<file path="src/rtl/dmem_arbiter.sv">
`default_nettype none
// ==========================================================================
// Module   : dmem_arbiter
// Purpose  : Shares data memory between CPU (priority) and DMA (starve-guarded)
// Revision : 1.0 - initial release
// ==========================================================================
module dmem_arbiter #(
   parameter int ADDR_W     = 32,
   parameter int DATA_W     = 32,
   parameter int STARVE_MAX = 4
) (
   input  logic              clk,
   input  logic              rst,
   input  logic              cpu_req_i,
   input  logic              cpu_we_i,
   input  logic [ADDR_W-1:0] cpu_addr_i,
   input  logic [DATA_W-1:0] cpu_wdata_i,
   output logic              cpu_gnt_o,
   output logic              cpu_stall_o,
   output logic              cpu_rvalid_o,
   output logic [DATA_W-1:0] cpu_rdata_o,
   input  logic              dma_req_i,
   input  logic              dma_we_i,
   input  logic [ADDR_W-1:0] dma_addr_i,
   input  logic [DATA_W-1:0] dma_wdata_i,
   output logic              dma_gnt_o,
   output logic              dma_rvalid_o,
   output logic [DATA_W-1:0] dma_rdata_o,
   output logic              mem_w_en_o,
   output logic [ADDR_W-1:0] mem_addr_o,
   output logic [DATA_W-1:0] mem_w_data_o,
   input  logic [DATA_W-1:0] mem_r_data_i
);

   localparam logic [3:0] C_STARVE_MAX = 4'(STARVE_MAX);

   logic [3:0]        starve_cnt_q;
   logic [3:0]        starve_cnt_d;
   logic              cpu_rvalid_q;
   logic [DATA_W-1:0] cpu_rdata_q;
   logic              dma_rvalid_q;
   logic [DATA_W-1:0] dma_rdata_q;
   logic              w_force;
   logic              w_cpu_gnt;
   logic              w_dma_gnt;

   // Grants are gated by rst so nothing reaches memory while in reset.
   always_comb begin
      w_force   = (starve_cnt_q == C_STARVE_MAX);
      w_dma_gnt = ~rst & dma_req_i & (~cpu_req_i | w_force);
      w_cpu_gnt = ~rst & cpu_req_i & ~w_dma_gnt;
   end

   always_comb begin
      mem_addr_o   = '0;
      mem_w_data_o = '0;
      mem_w_en_o   = 1'b0;
      if (w_cpu_gnt) begin
         mem_addr_o   = cpu_addr_i;
         mem_w_data_o = cpu_wdata_i;
         mem_w_en_o   = cpu_we_i;
      end else if (w_dma_gnt) begin
         mem_addr_o   = dma_addr_i;
         mem_w_data_o = dma_wdata_i;
         mem_w_en_o   = dma_we_i;
      end
   end

   always_comb begin
      starve_cnt_d = starve_cnt_q;
      if (w_dma_gnt || !dma_req_i) begin
         starve_cnt_d = 4'd0;
      end else if (starve_cnt_q < C_STARVE_MAX) begin
         starve_cnt_d = starve_cnt_q + 4'd1;
      end
   end

   always_ff @(posedge clk or posedge rst) begin
      if (rst) begin
         starve_cnt_q <= 4'd0;
         cpu_rvalid_q <= 1'b0;
         cpu_rdata_q  <= '0;
         dma_rvalid_q <= 1'b0;
         dma_rdata_q  <= '0;
      end else begin
         starve_cnt_q <= starve_cnt_d;
         cpu_rvalid_q <= w_cpu_gnt & ~cpu_we_i;
         dma_rvalid_q <= w_dma_gnt & ~dma_we_i;
         if (w_cpu_gnt && !cpu_we_i) begin
            cpu_rdata_q <= mem_r_data_i;
         end
         if (w_dma_gnt && !dma_we_i) begin
            dma_rdata_q <= mem_r_data_i;
         end
      end
   end

   assign cpu_gnt_o    = w_cpu_gnt;
   assign dma_gnt_o    = w_dma_gnt;
   assign cpu_stall_o  = cpu_req_i & ~w_cpu_gnt;
   assign cpu_rvalid_o = cpu_rvalid_q;
   assign cpu_rdata_o  = cpu_rdata_q;
   assign dma_rvalid_o = dma_rvalid_q;
   assign dma_rdata_o  = dma_rdata_q;

endmodule
`default_nettype wire

</file>
<file path="config.mk">
export PLATFORM = sky130hd
export DESIGN_NAME = dmem_arbiter
export DESIGN_NICKNAME = d
export VERILOG_FILES = /design/src/rtl/dmem_arbiter.sv
export SDC_FILE = /design/constraint.sdc
export NUM_CORES = 1
export LEC_CHECK = 0
export BUFFER_PORTS_ARGS = -buffer_cell sky130_fd_sc_hd__buf_2
export CAP_MARGIN = 0
export CORE_AREA = 2 2 117 119
export CTS_BUF_LIST = sky130_fd_sc_hd__clkbuf_16
export DETAILED_ROUTE_END_ITERATION = 16
export DIE_AREA = 0 0 119 121
export GPL_TIMING_DRIVEN = 0
export SLEW_MARGIN = 20
export SYNTH_ARGS = -nofsm -noshare
export SYNTH_HDL_FRONTEND = slang
export SYNTH_SLANG_ARGS = --single-unit
</file>
<file path="constraint.sdc">
create_clock -name clk -period 5.7 [get_ports clk]
set_input_delay 0.285 -clock clk [delete_from_list [all_inputs] [get_ports clk]]
set_output_delay 0.285 -clock clk [all_outputs]
set_load 0.01 [all_outputs]
</file>
==> summary.md, run 1 <==
| Metric | Value |
|---|---|
| M3 GR Usage | `0.0653` |
| Post-synth EDFFs | `0` |
| Die height | `121 um` |
| DR vias | `3534` |
| Ys async rst share | `1.00` |
| Die ar. | `14400 um^2` |
| Top FF cell, synth | `dfrtp_1` |
| # rows | `42` |
| Top-count cell post-synth | `dfrtp_1` |
| DRC | `0` |
| Crit share post-route | `0.513` |
| Worst hold start | `mem_r_data_i[9]` |
| Top-area cell type share of the netlist area | `0.519` |
| Grt met1 use | `0.245` |
| Cell Count, Final, Fillers Out | `743` |
| Total wire length | `15.1 mm` |
| Worst r2r src | `starve_cnt_q[0]$_DFFE_PP0P_` |
| Post-Synthesis Cells | `244` |
| Synth Register Bits | `70` |
| Setup TNS | `0 ns` |
| FMAX | `0.342 GHz` |
| Post-Syn Area | `3380 um^2` |
| Syn nets | `412` |
| CP max stage cell | `dlygate4sd3_1` |
| Post-DP HPWL | `12.7 mm` |
| Most frequent CP cell | `buf_2` |
| ANT nets after route | `0` |
| CTS tree | `yes` |
| Status | `completed` |
| Overall die width | `119 um` |
| Logic pwr share | `0.278` |
| Yosys top cell by area | `dfrtp_1` |
| Antenna violations before repair | `1` |
| Met2 Usage GRT | `0.325` |
| Reg-to-reg setup timing slack | `3.71 ns` |
| Yosys warnings | `0` |
| Tmin final | `2.92 ns` |
| Top cells by count, synth | `70 x dfrtp_1, 65 x a22o_1, 57 x mux2_2` |
| Slew of the pin with the lowest slew margin | `0.625 ns` |
| Core Area | `13100 um^2` |
| Required @ worst endpoint | `5.41 ns` |
| Worst EP arrival | `2.64 ns` |
| Htree depth | `3` |
| Post-Route Utilization | `0.415` |
| Share of layout cells above drive strength 1 | `0.702` |
| TritonCTS Buffers | `9` |
| Pin count of the biggest net entering global routing | `53` |
| Crit path largest cell delay | `0.52 ns` |
| Global route overflow | `0` |
| Pwr dens | `298 nW/um^2` |
| Post-synthesis sequential area ratio | `0.519` |
| Internal | `0.00116 W` |
| Crit path launch | `rst` |
| RSZ-0062 raised after global routing | `false` |
| Worst min path class | `input pin to flip-flop` |
| Net Sw Frac | `0.285` |
| Drt first pass iters | `4` |
| Pre-CTS setup slack | `3.27 ns` |
| Initial DRC Count | `162` |
| Final setup fails | `0` |
| Syn avg cell area | `13.8 um^2` |
| Relative slew slack | `0.583` |
| Hold slack | `0.189 ns` |
| Crit Path Category | `input pin to output port` |
| Max-cap violation count | `0` |
| CTS Root Cell | `clkbuf_16` |
| First-pass GRT wire length | `21.2 mm` |
| CTS Buffer Depth | `2` |
| Post-CTS sizing | `0` |
| Routability cong. | `0.902` |
| Number of global-route vias before repair | `3477` |
| Final Hold Viols | `0` |
| CTS clk-pin slew, worst paths | `0.05 ns` |
| Net Switching | `0.000462 W` |
| Crit path capture type | `output port` |
| Final WS setup | `2.78 ns` |
| GRT Overall Usage | `0.199` |
| CTS sink count | `70` |
| WL/cell | `20.3 um` |
| Boundary Pins | `300` |
| Maximum vdd drop | `0.000190 V` |
| Main area contributors after synthesis | `dfrtp_1 52%, mux2_2 19%, a22o_1 17%, buf_6 2.3%, mux2_1 2.3%` |
| Nets | `724` |
| Cts hold-fix bufs | `1` |
| # placed instances | `720` |
| GR peak layer | `met2` |
| IO buf count | `299` |
| Post-CTS setup buffers | `0` |
| Sequential share of power | `0.399` |
| Setup Skew | `0.00421 ns` |
| Clock power share | `0.323` |
| Area Overhead vs Synth | `60.8%` |
| Initial core utilization | `0.258` |
| Startpoint types | `input pin` |
| Fin. max-slew vios | `0` |
| Max FO, Critical Path | `52` |
| P_leak | `2.95 nW` |
| Crit-path cells | `dlygate4sd3_1 > buf_2 > inv_4 > buf_16 > and3_1 > clkbuf_1 > buf_2 > a22o_1 > buf_2` |
| Yosys cell types | `26` |
| Vias per Instance | `4.76` |
| Clk Latency, worst-skew pair | `0.32 ns` |
==> layer usage <==
metal | routed length, um | up-vias
li1 | - | 1564
met1 | 6070 | 1743
met2 | 7290 | 198
met3 | 1340 | 29
met4 | 403 | 0
met5 | 0 | -
==> critical path: cells and delay by family <==
kind            cells  cell delay, ns
compound gates      1            0.24
simple gates        1            0.19
buf+inv             7            1.87
==> final cells by class <==
| class | count | area [um^2] |
|---|---|---|
| inverters | 4 | 17.5 |
| repair buffers | 301 | 1530 |
| well taps | 176 | 220 |
| plain buffers | 20 | 145 |
| diodes | 6 | 15.0 |
| clock inverters | 7 | 57.6 |
| clock buffers | 9 | 225 |
| multi-input cells | 150 | 1470 |
| fillers | 1281 | 7650 |
| flip-flops and latches | 70 | 1750 |
==> final timing paths <==
path                                               end  cells after the start
max in group asynchronous  starve_cnt_q[2]$_DFFE_PP0P_                      4
min reg2reg                dma_rdata_o[27]$_DFFE_PP0P_                      1
max reg2reg                dma_rdata_o[11]$_DFFE_PP0P_                      6
min                         dma_rdata_o[9]$_DFFE_PP0P_                      2
min in group asynchronous  cpu_rdata_o[23]$_DFFE_PP0P_                      3
max                                     mem_addr_o[26]                      9
==> registers in the layout, indices dropped and copies added, names as in the netlist <==
signal,cells
dma_rdata_o,32
cpu_rdata_o,32
dma_rvalid_o,1
starve_cnt_q,4
cpu_rvalid_o,1
==> logic make-up after synthesis <==
group	Yosys count	share of synthesized area
flip-flops	70	0.519
AO/OA/AOI/OAI	68	0.177
buffers and inverters	24	0.0474
multiplexers	65	0.216
adder cells (fa/ha/maj)	2	0.00741
AND/OR/NAND/NOR	14	0.0304
XOR/XNOR	1	0.00259
==> metrics by stage <==
step                      power, W  area [um^2]
final                      0.00162         5430
after CTS                  0.00164         5420
after global routing       0.00171         5420
after floorplan           0.000868         3380
after global placement     0.00109         5090
after detailed placement   0.00111         5120
==> cell usage in the layout, fill, tap and decap left out, drive strengths merged, types with 3 or more instances in the layout <==
cell type  Yosys  final
mux2          64     64
dfrtp         70     70
a22o          65     65
clkinv         0      3
diode          0      6
inv            4      6
nor3b          3      3
buf           19    319
clkbuf         1     10
nor2           3      3
==> power by group through the flow <==
stage	combinational [W]	sequential [W]	clock, W
after floorplan	0.000169	0.000699	0
after global placement	0.000446	0.000648	0
after detailed placement	0.000455	0.000653	0
after CTS	0.000456	0.000647	0.000541
after global routing	0.000483	0.000659	0.000563
final	0.000450	0.000646	0.000524
(Power assumes the default switching activity.)
==> run 2, diff against run 1 <==
--- a/config.mk
+++ b/config.mk
@@ -7,10 +7,10 @@
 export LEC_CHECK = 0
 export BUFFER_PORTS_ARGS = -buffer_cell sky130_fd_sc_hd__buf_2
 export CAP_MARGIN = 0
-export CORE_AREA = 2 2 117 119
+export CORE_AREA = 2 2 116 118
 export CTS_BUF_LIST = sky130_fd_sc_hd__clkbuf_16
 export DETAILED_ROUTE_END_ITERATION = 16
-export DIE_AREA = 0 0 119 121
+export DIE_AREA = 0 0 118 120
 export GPL_TIMING_DRIVEN = 0
 export SLEW_MARGIN = 20
 export SYNTH_ARGS = -nofsm -noshare
==> constraint.sdc (replaced) <==
create_clock -name clk -period 2.82 [get_ports clk]
set_input_delay 0.141 -clock clk [delete_from_list [all_inputs] [get_ports clk]]
set_output_delay 0.141 -clock clk [all_outputs]
set_load 0.01 [all_outputs]
==> run 2 against run 1 <==
Core utilization increased by 0.20 points. Via count decreased by 2.3%. Total power increased by 100%. Combinational power increased by 100%. Flip-flop and latch count unchanged. Register-to-register slack got worse by 2.9 ns. Global-route usage increased by 0.44 points. Non-clock buffer count unchanged. Critical path type is now flip-flop to output port. Critical endpoint is now mem_addr_o[19].
==> summary.md, run 2 (synthesis results as in run 1) <==
| Metric | Value |
|---|---|
| Die ar. | `14200 um^2` |
| Final Hold Viols | `0` |
| DR vias | `3453` |
| Multi-input gate area | `1470 um^2` |
| Initial DRC Count | `164` |
| Most frequent CP cell | `buf_2` |
| Routability cong. | `0.933` |
| Reg-to-reg setup timing slack | `0.79 ns` |
| Register-to-Register Path Depth | `6` |
| First-pass GRT wire length | `21.6 mm` |
| Drt first pass iters | `4` |
| Max-cap violation count | `0` |
| Setup Skew | `0.00271 ns` |
| Most frequent cells in the layout | `310 x buf_2, 70 x dfrtp_1, 65 x a22o_1` |
| # rows | `42` |
| Clk Latency, worst-skew pair | `0.33 ns` |
| Antenna violations before repair | `3` |
| Vias per Instance | `4.67` |
| Max FO, Critical Path | `10` |
| Post-CTS sizing | `0` |
| Htree depth | `3` |
| Final setup fails | `0` |
| Startpoint types | `flip-flop` |
| CTS tree | `yes` |
| WL/cell | `19.9 um` |
| Delay-heaviest family, CP | `compound AO/OA/AOI/OAI gates` |
| Area Overhead vs Synth | `60.3%` |
| RSZ-0062 raised after global routing | `false` |
| Crit path largest cell delay | `0.59 ns` |
| Most common cell after layout, fill and taps aside | `buf_2` |
| Share of layout cells above drive strength 1 | `0.702` |
| Worst EP arrival | `2.49 ns` |
| Hold Path End | `dma_rdata_o[11]$_DFFE_PP0P_` |
| FMAX | `0.381 GHz` |
| CTS Buffer Depth | `2` |
| DRC | `0` |
| Pwr dens | `606 nW/um^2` |
| # placed instances | `720` |
| Crit path capture type | `output port` |
| Nets | `724` |
| Relative slew slack | `0.527` |
| Tmin final | `2.63 ns` |
| Crit share post-route | `0.931` |
| Die height | `120 um` |
| Reg area | `1750 um^2` |
| Post-DP HPWL | `12.5 mm` |
| IO buf count | `299` |
| Worst hold start | `mem_r_data_i[11]` |
| CP max stage cell | `a21oi_1` |
| Slew of the pin with the lowest slew margin | `0.709 ns` |
| Maximum vdd drop | `0.000421 V` |
| Fillers | `1338` |
| CTS Root Cell | `clkbuf_16` |
| Worst hold path cell count | `2` |
| Required @ worst endpoint | `2.68 ns` |
| TritonCTS Buffers | `9` |
| Overall die width | `118 um` |
| CTS sink count | `70` |
| ANT nets after route | `0` |
| Crit Path Category | `flip-flop to output port` |
| Crit-path cells | `inv_1 > ha_1 > nand3b_4 > a21oi_1 > buf_2 > a22o_1 > buf_2` |
| Total wire length | `14.7 mm` |
| P_leak | `2.94 nW` |
| CTS clk-pin slew, worst paths | `0.05 ns` |
| Core Area | `13000 um^2` |
| Setup TNS | `0 ns` |
| Number of global-route vias before repair | `3607` |
| WP buf/inv | `3` |
| Pin count of the biggest net entering global routing | `45` |
| R2R Path End | `dma_rdata_o[15]$_DFFE_PP0P_` |
| GRT Overall Usage | `0.204` |
| Worst min path class | `input pin to flip-flop` |
| Initial core utilization | `0.260` |
| Global route overflow | `0` |
| Boundary Pins | `300` |
| Fin. max-slew vios | `0` |
| Cell Count, Final, Fillers Out | `739` |
| Status | `completed` |
| Worst r2r src | `starve_cnt_q[0]$_DFFE_PP0P_` |
| Hold slack | `0.0430 ns` |
| Post-CTS setup buffers | `0` |
==> run 2: cell count changes in the layout (fill, tap and decap cells not counted) <==
cell	delta
buf_12	+1
buf_16	-1
diode_2	-4
==> run 2: timing repair <==
action                                  in CTS  in global routing
endpoints found under the setup margin       0                  0
hold buffers                                 1                  0
endpoints found under the hold margin       26                  0
==> run 2: cell type report <==
type,count,area share
Sequential cell,70,0.323
Timing Repair Buffer,301,0.282
Multi-Input combinational cell,150,0.271
Clock buffer,9,0.0416
Tap cell,176,0.0407
Buffer,20,0.0268
Clock inverter,7,0.0106
Inverter,4,0.00323
Antenna cell,2,0.000924
==> run 2: worst max path at each step <==
| stage | slack [ns] | end | depth (start not counted) | from |
|---|---|---|---|---|
| after floorplan | 0.14 | mem_addr_o[0] | 6 | rst |
| after global placement | -0.93 | mem_addr_o[11] | 8 | rst |
| after detailed placement | 0.57 | mem_addr_o[11] | 7 | starve_cnt_q[0]$_DFFE_PP0P_ |
| after CTS | 0.19 | mem_addr_o[11] | 7 | starve_cnt_q[0]$_DFFE_PP0P_ |
| after global routing | 0.08 | mem_addr_o[11] | 7 | starve_cnt_q[0]$_DFFE_PP0P_ |
| final | 0.19 | mem_addr_o[19] | 7 | starve_cnt_q[0]$_DFFE_PP0P_ |
==> run 2: routing by layer <==
layer	share of wire	wire length (um)	track usage	vias to the layer above
met3	0.092	1360	0.0779	17
li1	-	-	-	1560
met1	0.37	5450	0.227	1715
met2	0.52	7650	0.356	161
met5	0	0	0	-
met4	0.019	278	0.0700	0
==> run 2: report_power, final <==
part           internal, W  switching [W]  leakage [nW]
clock             0.000669       0.000395         0.143
sequential         0.00121      0.0000946         0.843
combinational     0.000466       0.000453          1.96
total              0.00234       0.000942          2.94
==> run 2: worst reg2reg max path, delay by kind of cell, from the launching register on <==
| family | cells | cell delay [ns] |
|---|---|---|
| flops | 1 | 0.40 |
| compound gates | 1 | 0.53 |
| simple gates | 1 | 0.11 |
| buf+inv | 2 | 0.31 |
| mux | 1 | 0.35 |
| fa+ha+maj | 1 | 0.21 |
==> run 2: stage by stage <==
stage	area (um^2)	worst slack (ns)	power, W	util
after floorplan	3380	0.140	0.00175	-
after global placement	5090	-0.933	0.00222	0.393
after detailed placement	5120	0.569	0.00225	0.394
after CTS	5410	0.191	0.00334	0.417
after global routing	5410	0.0821	0.00347	0.417
final	5420	0.194	0.00328	0.417
==> run 3, diff against run 2 <==
--- a/config.mk
+++ b/config.mk
@@ -7,11 +7,14 @@
 export LEC_CHECK = 0
 export BUFFER_PORTS_ARGS = -buffer_cell sky130_fd_sc_hd__buf_2
 export CAP_MARGIN = 0
-export CORE_AREA = 2 2 116 118
+export CELL_PAD_IN_SITES_DETAIL_PLACEMENT = 2
+export CELL_PAD_IN_SITES_GLOBAL_PLACEMENT = 2
+export CORE_AREA = 2 2 119 144
 export CTS_BUF_LIST = sky130_fd_sc_hd__clkbuf_16
 export DETAILED_ROUTE_END_ITERATION = 16
-export DIE_AREA = 0 0 118 120
+export DIE_AREA = 0 0 121 146
 export GPL_TIMING_DRIVEN = 0
+export PLACE_DENSITY_LB_ADDON = 0.1
 export SLEW_MARGIN = 20
 export SYNTH_ARGS = -nofsm -noshare
 export SYNTH_HDL_FRONTEND = slang
==> run 3 against run 2 <==
Highest routed layer is now met5. Setup slack gained 0.078 ns. Critical endpoint is now mem_addr_o[28]. Flip-flop and latch count is the same. Via count is essentially flat. Combinational power grew 1%. Critical path depth is the same. Register-to-register slack is essentially flat.
==> summary.md, run 3 (synthesis results as in run 1) <==
| Metric | Value |
|---|---|
| Sequential share of power | `0.394` |
| Most frequent cells in the layout | `310 x buf_2, 70 x dfrtp_1, 65 x a22o_1` |
| Crit path launch | `starve_cnt_q[0]$_DFFE_PP0P_` |
| First-pass GRT wire length | `24.0 mm` |
| Most common cell after layout, fill and taps aside | `buf_2` |
| Setup Skew | `0.00428 ns` |
| Net Switching | `0.000956 W` |
| FMAX | `0.392 GHz` |
| Die ar. | `17700 um^2` |
| Reg-to-reg setup timing slack | `0.79 ns` |
| IO buf count | `299` |
| CTS sink count | `70` |
| Post-Route Utilization | `0.340` |
| DRC | `0` |
| Logic pwr share | `0.282` |
| Clk Latency, worst-skew pair | `0.33 ns` |
| CTS Buffer Depth | `2` |
| Final setup fails | `0` |
| Worst EP arrival | `2.41 ns` |
| Initial core utilization | `0.209` |
| Register-to-Register Path Depth | `6` |
| Status | `completed` |
| Slew of the pin with the lowest slew margin | `0.641 ns` |
| Pwr dens | `602 nW/um^2` |
| R2R Path End | `dma_rdata_o[6]$_DFFE_PP0P_` |
| Post-CTS sizing | `0` |
| Global route overflow | `0` |
| Design area | `5490 um^2` |
| CTS Root Cell | `clkbuf_16` |
| Die height | `146 um` |
| # placed instances | `756` |
| # rows | `51` |
| Setup TNS | `0 ns` |
| Area after DPL | `5170 um^2` |
| Startpoint types | `flip-flop` |
| Final WS setup | `0.272 ns` |
| Internal | `0.00235 W` |
| Crit Path Category | `flip-flop to output port` |
| Routability cong. | `0.739` |
| Core Area | `16100 um^2` |
| Area Overhead vs Synth | `62.4%` |
| Max-cap violation count | `0` |
| Nets | `725` |
| Post-DP HPWL | `13.7 mm` |
| Pre-CTS setup slack | `0.518 ns` |
| DR vias | `3451` |
| Crit path capture type | `output port` |
| Drt first pass iters | `4` |
| Boundary Pins | `300` |
| Relative slew slack | `0.573` |
| Required @ worst endpoint | `2.68 ns` |
| Maximum vdd drop | `0.000364 V` |
| Htree depth | `3` |
| P_leak | `2.96 nW` |
| Share of layout cells above drive strength 1 | `0.706` |
| Tmin final | `2.55 ns` |
| Initial DRC Count | `64` |
| Worst min path class | `input pin to flip-flop` |
| Crit share post-route | `0.904` |
| Pin count of the biggest net entering global routing | `52` |
| Antenna violations before repair | `3` |
| CTS tree | `yes` |
| ANT nets after route | `0` |
| WL/cell | `21.3 um` |
| CTS clk-pin slew, worst paths | `0.05 ns` |
| Vias per Instance | `4.46` |
| Worst hold path cell count | `2` |
| GRT Overall Usage | `0.181` |
| Fin. max-slew vios | `0` |
| Final Hold Viols | `0` |
| Clock power share | `0.323` |
| Worst r2r src | `starve_cnt_q[0]$_DFFE_PP0P_` |
| Total wire length | `16.5 mm` |
| Worst setup path end | `mem_addr_o[28]` |
| Overall die width | `121 um` |
| Net Sw Frac | `0.290` |
| Max FO, Critical Path | `10` |
| Cell Count, Final, Fillers Out | `774` |
| TritonCTS Buffers | `9` |
| RSZ-0062 raised after global routing | `false` |
| Number of global-route vias before repair | `3886` |
## run 3: power groups by stage
stage	Clock, W	Sequential (W)	Combinational, W
after floorplan	0	0.00141	0.000342
after global placement	0	0.00131	0.000918
after detailed placement	0	0.00132	0.000946
after CTS	0.00111	0.00131	0.000951
after global routing	0.00115	0.00133	0.00102
final	0.00107	0.00130	0.000931
## run 3: worst max-delay path, cell delays in order, from the launching register on
cell and delay, ns:
dfrtp_1 0.41, inv_1 0.07, ha_1 0.21, nand3b_4 0.11, a21oi_1 0.54, buf_2 0.35, a22o_1 0.21, buf_2 0.17
## run 3: through the flow
| step | hold WS, ns | power [W] |
|---|---|---|
| 3_3_place_gp | 0.372 | 0.00223 |
| 2_1_floorplan | 0.257 | 0.00175 |
| 4_1_cts | 0.0329 | 0.00337 |
| 6_report | 0.0485 | 0.00330 |
| 3_5_place_dp | 0.144 | 0.00227 |
| 5_1_grt | 0.0382 | 0.00350 |
## run 3: final cells by class
class | count | area (um^2)
clock buffers | 9 | 225
flip-flops and latches | 70 | 1750
inverters | 4 | 17.5
fillers | 1812 | 10700
multi-input cells | 150 | 1470
well taps | 212 | 265
plain buffers | 20 | 145
diodes | 1 | 2.50
repair buffers | 302 | 1560
clock inverters | 6 | 55.1
## run 3: metal layers
metal  vias to the layer above  track usage  part of all wire  wire length [um]
li1                       1549            -                 -                 -
met4                         2       0.0407             0.011               180
met5                         -            0           0.00073                12
met2                       181        0.317              0.50              8230
met1                      1707        0.189              0.36              5970
met3                        12       0.0980              0.13              2090
## run 3: timing repair
action / CTS / global route
hold endpoints to repair: 20 / 0
endpoints found under the setup margin: 0 / 2
hold buffers: 1 / 0
buffers inserted: 0 / 0
## run 3: worst min path at each step
stage                           startpoint                          end  slack, ns
after global placement    mem_r_data_i[25]  dma_rdata_o[25]$_DFFE_PP0P_       0.37
after global routing      mem_r_data_i[12]  dma_rdata_o[12]$_DFFE_PP0P_       0.04
final                     mem_r_data_i[26]  dma_rdata_o[26]$_DFFE_PP0P_       0.05
after floorplan                  dma_req_i  starve_cnt_q[3]$_DFFE_PP0P_       0.26
after detailed placement               rst  starve_cnt_q[3]$_DFFE_PP0P_       0.14
after CTS                 mem_r_data_i[26]  dma_rdata_o[26]$_DFFE_PP0P_       0.03
